[src/rtl/booth_mult_65.sv]
// Sequential radix-2 Booth multiplier: 32x32 signed, one iteration per cycle over a
// 65-bit {hi, lo, q_minus1} product register, with a registered result/overflow/ready interface.
module booth_mult_65 (
    input  logic        clock,
    input  logic        reset,
    input  logic        ctrl_mult,
    input  logic [31:0] data_operandA,
    input  logic [31:0] data_operandB,
    output logic [31:0] data_result,
    output logic        data_exception,
    output logic        data_resultRDY,
    output logic        busy,
    output logic [4:0]  step,
    output logic [64:0] prod_reg
);

    typedef enum logic [1:0] {
        S_IDLE,
        S_RUN,
        S_DONE
    } state_t;

    state_t      state_q, state_d;
    logic [31:0] mcand_q, mcand_d;
    logic [64:0] prod_q, prod_d;
    logic [4:0]  step_q, step_d;
    logic        busy_q, busy_d;
    logic [31:0] result_q, result_d;
    logic        exc_q, exc_d;
    logic        rdy_q, rdy_d;

    // Booth step datapath: 33-bit add/sub keeps the true sign even for mcand = -2^31.
    logic [32:0] hi_ext;
    logic [32:0] mcand_ext;
    logic [32:0] sum;
    logic [64:0] shifted;
    logic        overflow;

    assign hi_ext    = {prod_q[64], prod_q[64:33]};
    assign mcand_ext = {mcand_q[31], mcand_q};

    always_comb begin
        // NOTE: every branch of a combinational block must assign its outputs; the
        // default up front keeps unlisted cases from inferring a latch.
        sum = hi_ext;
        case (prod_q[1:0])
            2'b01:   sum = hi_ext + mcand_ext;
            2'b10:   sum = hi_ext - mcand_ext;
            default: sum = hi_ext;
        endcase
    end

    // Arithmetic right shift of {s, lo, q_minus1}; s[32] becomes the new MSB.
    assign shifted = {sum, prod_q[32:1]};

    // Product P = prod_q[64:1]; it fits in 32 bits iff P[63:31] is a pure sign run.
    assign overflow = (|prod_q[64:32]) && !(&prod_q[64:32]);

    always_comb begin
        state_d  = state_q;
        mcand_d  = mcand_q;
        prod_d   = prod_q;
        step_d   = step_q;
        result_d = result_q;
        exc_d    = exc_q;
        rdy_d    = 1'b0;

        if (ctrl_mult) begin
            // A start in any state (re)loads; an aborted run never strobes ready.
            mcand_d = data_operandA;
            prod_d  = {32'b0, data_operandB, 1'b0};
            step_d  = 5'd0;
            state_d = S_RUN;
        end else begin
            case (state_q)
                S_RUN: begin
                    prod_d = shifted;
                    step_d = step_q + 5'd1;
                    if (step_q == 5'd31) begin
                        state_d = S_DONE;
                    end
                end
                S_DONE: begin
                    result_d = prod_q[32:1];
                    exc_d    = overflow;
                    rdy_d    = 1'b1;
                    state_d  = S_IDLE;
                end
                default: begin
                    state_d = S_IDLE;
                end
            endcase
        end

        // Busy stays high through the ready cycle that follows DONE.
        busy_d = (state_d != S_IDLE) || (state_q == S_DONE);
    end

    always_ff @(posedge clock or negedge reset) begin
        if (!reset) begin
            state_q  <= S_IDLE;
            mcand_q  <= '0;
            prod_q   <= '0;
            step_q   <= '0;
            busy_q   <= 1'b0;
            result_q <= '0;
            exc_q    <= 1'b0;
            rdy_q    <= 1'b0;
        end else begin
            // NOTE: non-blocking assignments so every flop samples pre-edge values.
            state_q  <= state_d;
            mcand_q  <= mcand_d;
            prod_q   <= prod_d;
            step_q   <= step_d;
            busy_q   <= busy_d;
            result_q <= result_d;
            exc_q    <= exc_d;
            rdy_q    <= rdy_d;
        end
    end

    assign data_result    = result_q;
    assign data_exception = exc_q;
    assign data_resultRDY = rdy_q;
    assign busy           = busy_q;
    assign step           = step_q;
    assign prod_reg       = prod_q;

endmodule

[config.mk]
export PLATFORM = sky130hd
export DESIGN_NAME = booth_mult_65
export DESIGN_NICKNAME = d
export VERILOG_FILES = /design/src/rtl/booth_mult_65.sv
export SDC_FILE = /design/constraint.sdc
export NUM_CORES = 1
export LEC_CHECK = 0
export CAP_MARGIN = 20
export CORE_MARGIN = 2
export CORE_UTILIZATION = 30
export DETAILED_ROUTE_END_ITERATION = 6
export SYNTH_ARGS = -nofsm -noshare
export SYNTH_HDL_FRONTEND = slang
export SYNTH_SLANG_ARGS = --single-unit
export TNS_END_PERCENT = 20
[constraint.sdc]
create_clock -name clock -period 11.15 [get_ports clock]
set_input_delay 1.6725 -clock clock [delete_from_list [all_inputs] [get_ports clock]]
set_output_delay 1.6725 -clock clock [all_outputs]
set_load 0.01 [all_outputs]
# Yosys cells after proc, flatten, opt, wreduce, memory -nomap -nowiden
# Index checks and enable logic that the tools add are counted.
[classes]
mul = 0
magnitude_cmp = 0
n_bitwise = 1
div_mod_pow = 0
n_reduce_logical = 10
n_mux = 10
eq_ne = 5
shifts = 0
addsub = 3
[ops]
columns = ["operator", "count"]
rows = [
  ["$mux W65", 2],
  ["$pmux W33 S2", 1],
  ["$add A32 B32 Y33", 1],
  ["$reduce_and A33 Y1", 1],
  ["$reduce_or A33 Y1", 1],
  ["$sub A32 B32 Y33", 1],
  ["$mux W5", 2],
  ["$mux W2", 3],
  ["$add A5 B1 Y5 const B", 1],
  ["$eq A5 B5 Y1 const B", 1],
  ["$eq A2 B1 Y1 const B", 2],
  ["$eq A2 B2 Y1 const B", 2],
  ["$reduce_and A2 Y1", 2],
  ["$reduce_bool A2 Y1", 2],
  ["$reduce_bool A3 Y1", 1],
  ["$mux W1", 2],
  ["$logic_and A1 B1 Y1", 1],
  ["$logic_not A1 Y1", 1],
  ["$logic_or A1 B1 Y1", 1],
  ["$not A1 Y1", 1],
]
[totals]
register_bits = 139
mem_bits_rw = 0
in_bits = 67
mem_count = 0
latchBits = 0
romBits = 0
output_inout_bits = 105

# Depth between registers and ports, before layout
# Gate-level depths: netlist of run 1.
[logic_depth]
word_depth = 6
mapped_depth = 17
ltp_nobuf = 16

# Least setup slack after synthesis of run 1
# Ideal clock, no wire load.
[synth_path]
path_kind = "register to register"
startpoint = "register mcand_q[13]"
endpoint = "register prod_q[61], in the netlist prod_reg[61]"
arrival_ns = 3.525
setup_slack_ns = 7.531
stages_incl_launch_ff = 13
synth_period_minus_slack_ns = 3.619
path_cell_list = "dfrtp_1 -> or4_4 -> or3_4 -> and4bb_2 -> a21oi_1 -> xnor2_1 -> ha_1 -> clkbuf_1 -> a21o_1 -> a21o_1 -> o41ai_1 -> mux2_1 -> a211oi_1"
[synth_between]
elab_chain_len = 4
elab_cells_between_ends = 5
[synth_rtl]
columns = ["element", "line_no", "rtl"]
rows = [
  ["from (decl)", "24", "logic [31:0] mcand_q, mcand_d;"],
  ["from (signal assigned)", "112", "mcand_q <= mcand_d;"],
  ["$sub A32 B32 Y33 or $add A32 B32 Y33 (tied branches)", "48, 47", ""],
  ["$pmux W33 S2 *", "46", "case (prod_q[1:0])"],
  ["$mux W65 *", "75", "case (state_q)"],
  ["$mux W65 *", "68", "if (ctrl_mult) begin"],
  ["to (signal assigned)", "113", "prod_q <= prod_d;"],
  ["to (decl)", "25", "logic [64:0] prod_q, prod_d;"],
]
# Every way passes the cells marked *; elsewhere a longest branch is shown, timed or not. The select of a mux whose other input is x is not followed.
# A chain may end at the register's enable or synchronous reset.

# Final worst setup path of run 1
[layout_path]
startpoint = "register mcand_q[3]"
endpoint = "register prod_q[61], in the netlist prod_reg[61]"
# Same word-level chain as after synthesis.

==> summary.md, run 1 <==
| Metric | Value |
|---|---|
| Drt drc | `0` |
| Final setup viols | `0` |
| Hpwl dp | `18.5 mm` |
| Netlist cell types | `68` |
| Ranking of synthesized cells by area | `dfrtp_1, mux2_2, ha_1` |
| Remaining antenna violation count | `0` |
| Tcrit/Tclk final | `36.4%` |
| Via/cell ratio | `5.09` |
| Row count | `61` |
| Least-Margin Pin Slew | `1.07 ns` |
| CP max-delay cell | `nor4_1` |
| Synth warn | `0` |
| Cell family with most CP delay | `simple AND/OR/NAND/NOR gates` |
| Min-Delay Path Class | `flip-flop to flip-flop` |
| Register area share after synthesis | `around two fifths` |
| Initial drt markers | `roughly 500` |
| Critical Path Source Type | `flip-flop` |
| WP data required | `11.48 ns` |
| Routed wl met3 | `around 2 mm` |
| Clk buf depth | `2` |
| Crit path cell chain | `nor3_1 > nand2b_1 > nor4_1 > nand2_1 > nor3_1 > a21oi_1 > xnor2_1 > ha_1 > o21ai_0 > a21oi_1 > nor2_1 > nor2_1 > o41ai_1 > mux2_1 > a211oi_1` |
| Highest clock rate | `246 MHz` |
| Syn Inst Count | `between 800 and 900` |
| Pint | `1.29 mW` |
| Initial core utilization | `30.4%` |
| GRT overflow | `0` |
| Critical path arrival | `around 4.4 ns` |
| Pin count of the biggest net entering global routing | `80` |
| 1st-pass router iterations | `5` |
| I/O Pins | `172` |
| Crit end category | `flip-flop` |
| Port Buf Inserts | `171` |
| Crit-path max cell delay | `~0.46 ns` |
| Hold Fails Final Rpt | `0` |
| Sw frac | `38.3%` |
| Worst Hold Margin | `just over 0.5 ns` |
| Crit path time final | `4.06 ns` |
| Pleak | `between 4 and 5 nW` |
| RSZ-0062 raised after global routing | `no` |
| Max reg flops | `between 60 and 70` |
| Synthesized net count | `roughly 1000` |
| Status | `finished, final reports clean` |
| Layout cells sized above 1 | `11.3%` |
| CP bufs+invs | `0` |
| Top FF cell, synth | `dfrtp_1` |
| Maximum fanout along the worst path | `6` |
| DIE WIDTH | `171 µm` |
| Nets | `approximately 1.1k` |
| Setup TNS | `0 ns` |
| TritonCTS buffer count | `17` |
| Leading cell type in the layout, fill and taps excluded | `clkdlybuf4s50_1` |
| Synth Register Bits | `~140` |
| Logic pwr share | `39.0%` |
| Largest area contributor in the netlist | `dfrtp_1` |
| Root buffer cell | `clkbuf_16` |
| Post-DR wirelength/cell | `between 15 and 20 µm` |
| Post-cts hold buffer count | `0` |
| Core Region | `about 0.028 mm²` |
| # Post-CTS Setup Buffers | `0` |
| Power Dens Cells | `188 mW/mm²` |
| Worst-Skew Late Latency | `0.43 ns` |
| Total power | `approximately 2.1 mW` |
| Vias in the first global route | `7147` |
| Clk_skew | `roughly 0.0096 ns` |
| Mean Syn Cell Area | `9.46 µm²` |
| Clock share of power | `28.2%` |
| Max-cap violations | `0` |
| Synth top area share | `41.3%` |
| Max VDD drop | `~110 µV` |
| CTS tree | `yes` |
| Max-slew violations | `0` |
| # H-tree levels | `4` |
| # fillers | `~2.7k` |
| M1 wire length | `roughly 12 mm` |
| Placer Congestion | `0.936` |
| Asr flop ratio synth | `100%` |
| Vias | `7267` |
| Top Metal Used | `met4` |
| Antenna violations before repair | `0` |
| Sequential share of power | `32.8%` |
| Number of synthesized flops with an enable pin | `0` |
| GRT Total Usage | `17.6%` |
| Final Util | `approximately 40%` |
| Psw | `0.796 mW` |
| Resized cells post-CTS | `0` |
| Sink Count | `139` |
| Post-Syn Area | `between 0.008 and 0.009 mm²` |
| Kind of critical path | `flip-flop to flip-flop` |
| Slew HR | `between 20% and 30%` |
| Diodes inserted | `0` |
| First-pass GRT wire length | `40.3 mm` |
| Most frequent cells in the layout | `clkdlybuf4s50_1, dfrtp_1, nand2_1` |
| P&R area growth vs syn | `31.8%` |
| Clock Pin Slew Worst Setup and Hold Paths | `roughly 0.070 ns` |
| Total wire length after detailed routing | `~25 mm` |
| Full die area | `~0.029 mm²` |
| Met2 wire len | `11.3 mm` |
| Die Ht | `between 150 and 200 µm` |
kinds of logic (layout without fill, tap and decap cells):
| family | count (synthesis) | count (layout) | share of synthesized area [%] |
|---|---|---|---|
| DFF | 139 | 139 | 41.3 |
| xor gates and xnor gates | 59 | 59 | 6.14 |
| and+or+nand+nor | 266 | 266 | 14.8 |
| adders and majority gates | 38 | 38 | 5.74 |
| AOI/OAI and AO/OA | 226 | 226 | 16.5 |
| muxes | 96 | 96 | 12.3 |
| buffers and inverters | 66 | 227 | 3.15 |
cell usage after synthesis (all sizes together), types with 7 or more instances:
cell,count
a211oi,12
a21o,19
a21oi,66
a31oi,10
and3,9
buf,15
clkbuf,34
dfrtp,139
ha,37
inv,16
mux2,61
mux2i,35
nand2,105
nand3,12
nand4,13
nor2,63
nor3,23
nor4,15
o21a,7
o21ai,71
xnor2,45
xor2,14
path summary, 6_finish.rpt:
check / from / to / slack, ns / cells past startpoint
worst max-delay path: mcand_q[3] / prod_reg[61] / 7.09 / 15
worst min-delay path: data_result[11] / data_result[11] / 0.51 / 1
worst max register to register: mcand_q[3] / prod_reg[61] / 7.09 / 15
worst min register to register: data_result[11] / data_result[11] / 0.51 / 1
max in group asynchronous: reset / data_result[20] / 8.81 / 3
min in group asynchronous: reset / data_result[26] / 1.22 / 1
power by group through the flow:
stage / combinational, mW / sequential [mW] / clock (mW)
after floorplan: 0.526 / 0.667 / 0
after global placement: 0.801 / 0.687 / 0
after detailed placement: 0.802 / 0.691 / 0
after CTS: 0.808 / 0.682 / 0.602
after global routing: 0.902 / 0.694 / 0.623
final: 0.811 / 0.682 / 0.588
stage by stage:
step,area (µm²),cells,worst slack (ns)
6_report,11100,1429,7.09
5_1_grt,11100,1429,6.68
4_1_cts,11100,1428,7.09
3_5_place_dp,10500,1396,7.13
3_3_place_gp,10500,1396,7.26
2_1_floorplan,8420,890,7.53
final cells by class:
| cell class | instances | area [µm²] | area share, % |
|---|---|---|---|
| Clock buffer | 18 | 439 | 3.96 |
| Sequential cell | 139 | 3480 | 31.4 |
| Inverter | 16 | 60.1 | 0.542 |
| Clock inverter | 14 | 160 | 1.44 |
| Timing Repair Buffer | 179 | 1790 | 16.1 |
| Multi-Input combinational cell | 685 | 4690 | 42.3 |
| Tap cell | 378 | 473 | 4.26 |
per-layer routing:
metal,vias up,global-route usage (%)
met3,36,5.84
met1,3457,23.0
met4,0,5.86
li1,3506,-
met5,-,0
met2,268,27.3
Note: power is estimated with default switching activity, not from simulation.
==> run 2: changes to the inputs <==
==> constraint.sdc (replaced) <==
create_clock -name clock -period 3.83 [get_ports clock]
set_input_delay 0.5745 -clock clock [delete_from_list [all_inputs] [get_ports clock]]
set_output_delay 0.5745 -clock clock [all_outputs]
set_load 0.01 [all_outputs]
==> summary.md, run 2 (synthesized netlist as in run 1, its figures left out) <==
| Metric | Value |
|---|---|
| Tcrit/Tclk final | `98.5%` |
| Vias in the first global route | `7403` |
| CTS tree | `yes` |
| WP data required | `4.15 ns` |
| # fillers | `around 2.7k` |
| Logic pwr share | `41.2%` |
| # H-tree levels | `4` |
| Remaining antenna violation count | `0` |
| Hold Fails Final Rpt | `0` |
| Final Util | `41.1%` |
| Psw | `approximately 2.4 mW` |
| Max VDD drop | `363 µV` |
| Hpwl dp | `19.5 mm` |
| Post-route cell area | `approximately 0.011 mm²` |
| Clk_skew | `between 0.007 and 0.008 ns` |
| Highest clock rate | `265 MHz` |
| Initial core utilization | `a little under a third` |
| Sw frac | `37.7%` |
| Crit path time final | `3.77 ns` |
| DIE WIDTH | `roughly 170 µm` |
| P&R area growth vs syn | `35.4%` |
| TritonCTS buffer count | `17` |
| Power Dens Cells | `about 550 mW/mm²` |
| Worst Hold Margin | `0.164 ns` |
| Die Ht | `171 µm` |
| Area of the multi-input gates | `roughly 0.0048 mm²` |
| Max-slew violations | `0` |
| Kind of critical path | `flip-flop to flip-flop` |
| Clock share of power | `27.2%` |
| Status | `finished, final reports clean` |
| Pin count of the biggest net entering global routing | `72` |
| Post-DR wirelength/cell | `between 15 and 20 µm` |
| Pleak | `4.84 nW` |
| Root buffer cell | `clkbuf_16` |
| Vias | `7401` |
| Sequential share of power | `between 30% and 40%` |
| Crit end category | `flip-flop` |
| Core Region | `about 0.028 mm²` |
| First-pass GRT wire length | `41.8 mm` |
| Pint | `3.91 mW` |
| Final setup viols | `0` |
| Clk buf depth | `2` |
| Max reg flops | `65` |
| Min-Delay Path Class | `input port to asynchronous set/reset pin` |
| R2R setup slack | `0.06 ns` |
| Critical Path Source Type | `flip-flop` |
| Full die area | `0.0294 mm²` |
| I/O Pins | `172` |
| Placer Congestion | `about 0.89` |
| 1st-pass router iterations | `7` |
| Total wire length after detailed routing | `26.7 mm` |
| Nets | `1172` |
| Drt drc | `0` |
| Most frequent cells in the layout | `clkdlybuf4s50_1, dfrtp_1, nand2_1` |
| Initial drt markers | `498` |
| Critical path arrival | `4.09 ns` |
| Worst-Skew Late Latency | `0.42 ns` |
| Register area | `approximately 0.0035 mm²` |
| GRT Total Usage | `18.4%` |
| Port Buf Inserts | `about 170` |
| Post-cts hold buffer count | `0` |
| RSZ-0062 raised after global routing | `yes` |
| Total power | `~6.3 mW` |
| Max-cap violations | `0` |
| Sink Count | `139` |
| Slew HR | `32.4%` |
| GRT overflow | `0` |
| Least-Margin Pin Slew | `1.01 ns` |
| Layout cells sized above 1 | `14.9%` |
| DP Area | `0.0107 mm²` |
| Antenna violations before repair | `1` |
| Clock Pin Slew Worst Setup and Hold Paths | `around 0.060 ns` |
| Leading cell type in the layout, fill and taps excluded | `clkdlybuf4s50_1` |
| Via/cell ratio | `5.08` |
| Maximum fanout along the worst path | `5` |
| Row count | `61` |
[run 2: cell count changes in the layout (fill, tap and decap cells not counted), moves of 3 or more]
cell / change
a21oi_1: -3
buf_4: +29
nor4_1: -3
inv_6: -3
a21oi_2: +3
[run 2: path summary, 6_finish.rpt]
path	start	to	depth (start not counted)
setup reg to reg	mcand_q[14]	prod_reg[61]	12
min in group clock	data_exception	data_exception	1
setup / recovery	mcand_q[14]	prod_reg[61]	12
hold reg to reg	data_exception	data_exception	1
hold / removal	reset	data_result[26]	1
max in group asynchronous	reset	prod_reg[1]	2
[run 2: layer usage]
layer  GRT usage, %  part of all wire (%)
met1           24.2                    45
met2           29.3                    46
met3           6.01                   7.5
met4           4.79                   1.5
met5              0                     0
[run 2: worst max-delay path, cell delays in order (launching register included)]
cell      delay [ns]
dfrtp_1         0.40
or4_4           0.53
or3_4           0.39
nor2_1          0.20
a21oi_1         0.12
xnor2_1         0.14
ha_1            0.35
a21o_1          0.23
a21o_1          0.18
a21o_1          0.22
o41ai_2         0.33
mux2_1          0.36
a211oi_1        0.22
[run 2: what timing repair did]
item | CTS | global route
endpoints found under the hold margin | 0 | 0
pin swaps | 0 | 5
setup endpoints to repair | 1 | 12
buffers inserted | 0 | 1
gates resized for setup | 1 | 20
[run 2: power by group through the flow]
stage	clock (mW)	combinational (mW)	sequential, mW
floorplan	0	1.53	1.94
global placement	0	2.50	2.00
detailed placement	0	2.51	2.00
CTS	1.74	2.52	1.98
global route	1.80	2.85	2.02
finish	1.71	2.58	1.98
[run 2: area by class of cell]
class                      instances  share of cell area, %
clock buffer                      20                   3.92
clock inverter                    10                   1.25
multi-input combinational        685                   42.0
tap                              378                   4.15
antenna                            2                 0.0439
inverter                          16                  0.527
timing repair buffer             208                   17.6
sequential                       139                   30.5
[run 2: through the flow]
step | setup WS, ns | TNS, ns | instances
after floorplan | 0.211 | 0 | 890
after global placement | -0.00350 | -0.00350 | 1425
after detailed placement | 0.0159 | 0 | 1425
after CTS | 0.0390 | 0 | 1455
after global routing | -0.134 | -0.433 | 1456
final | 0.0567 | 0 | 1458
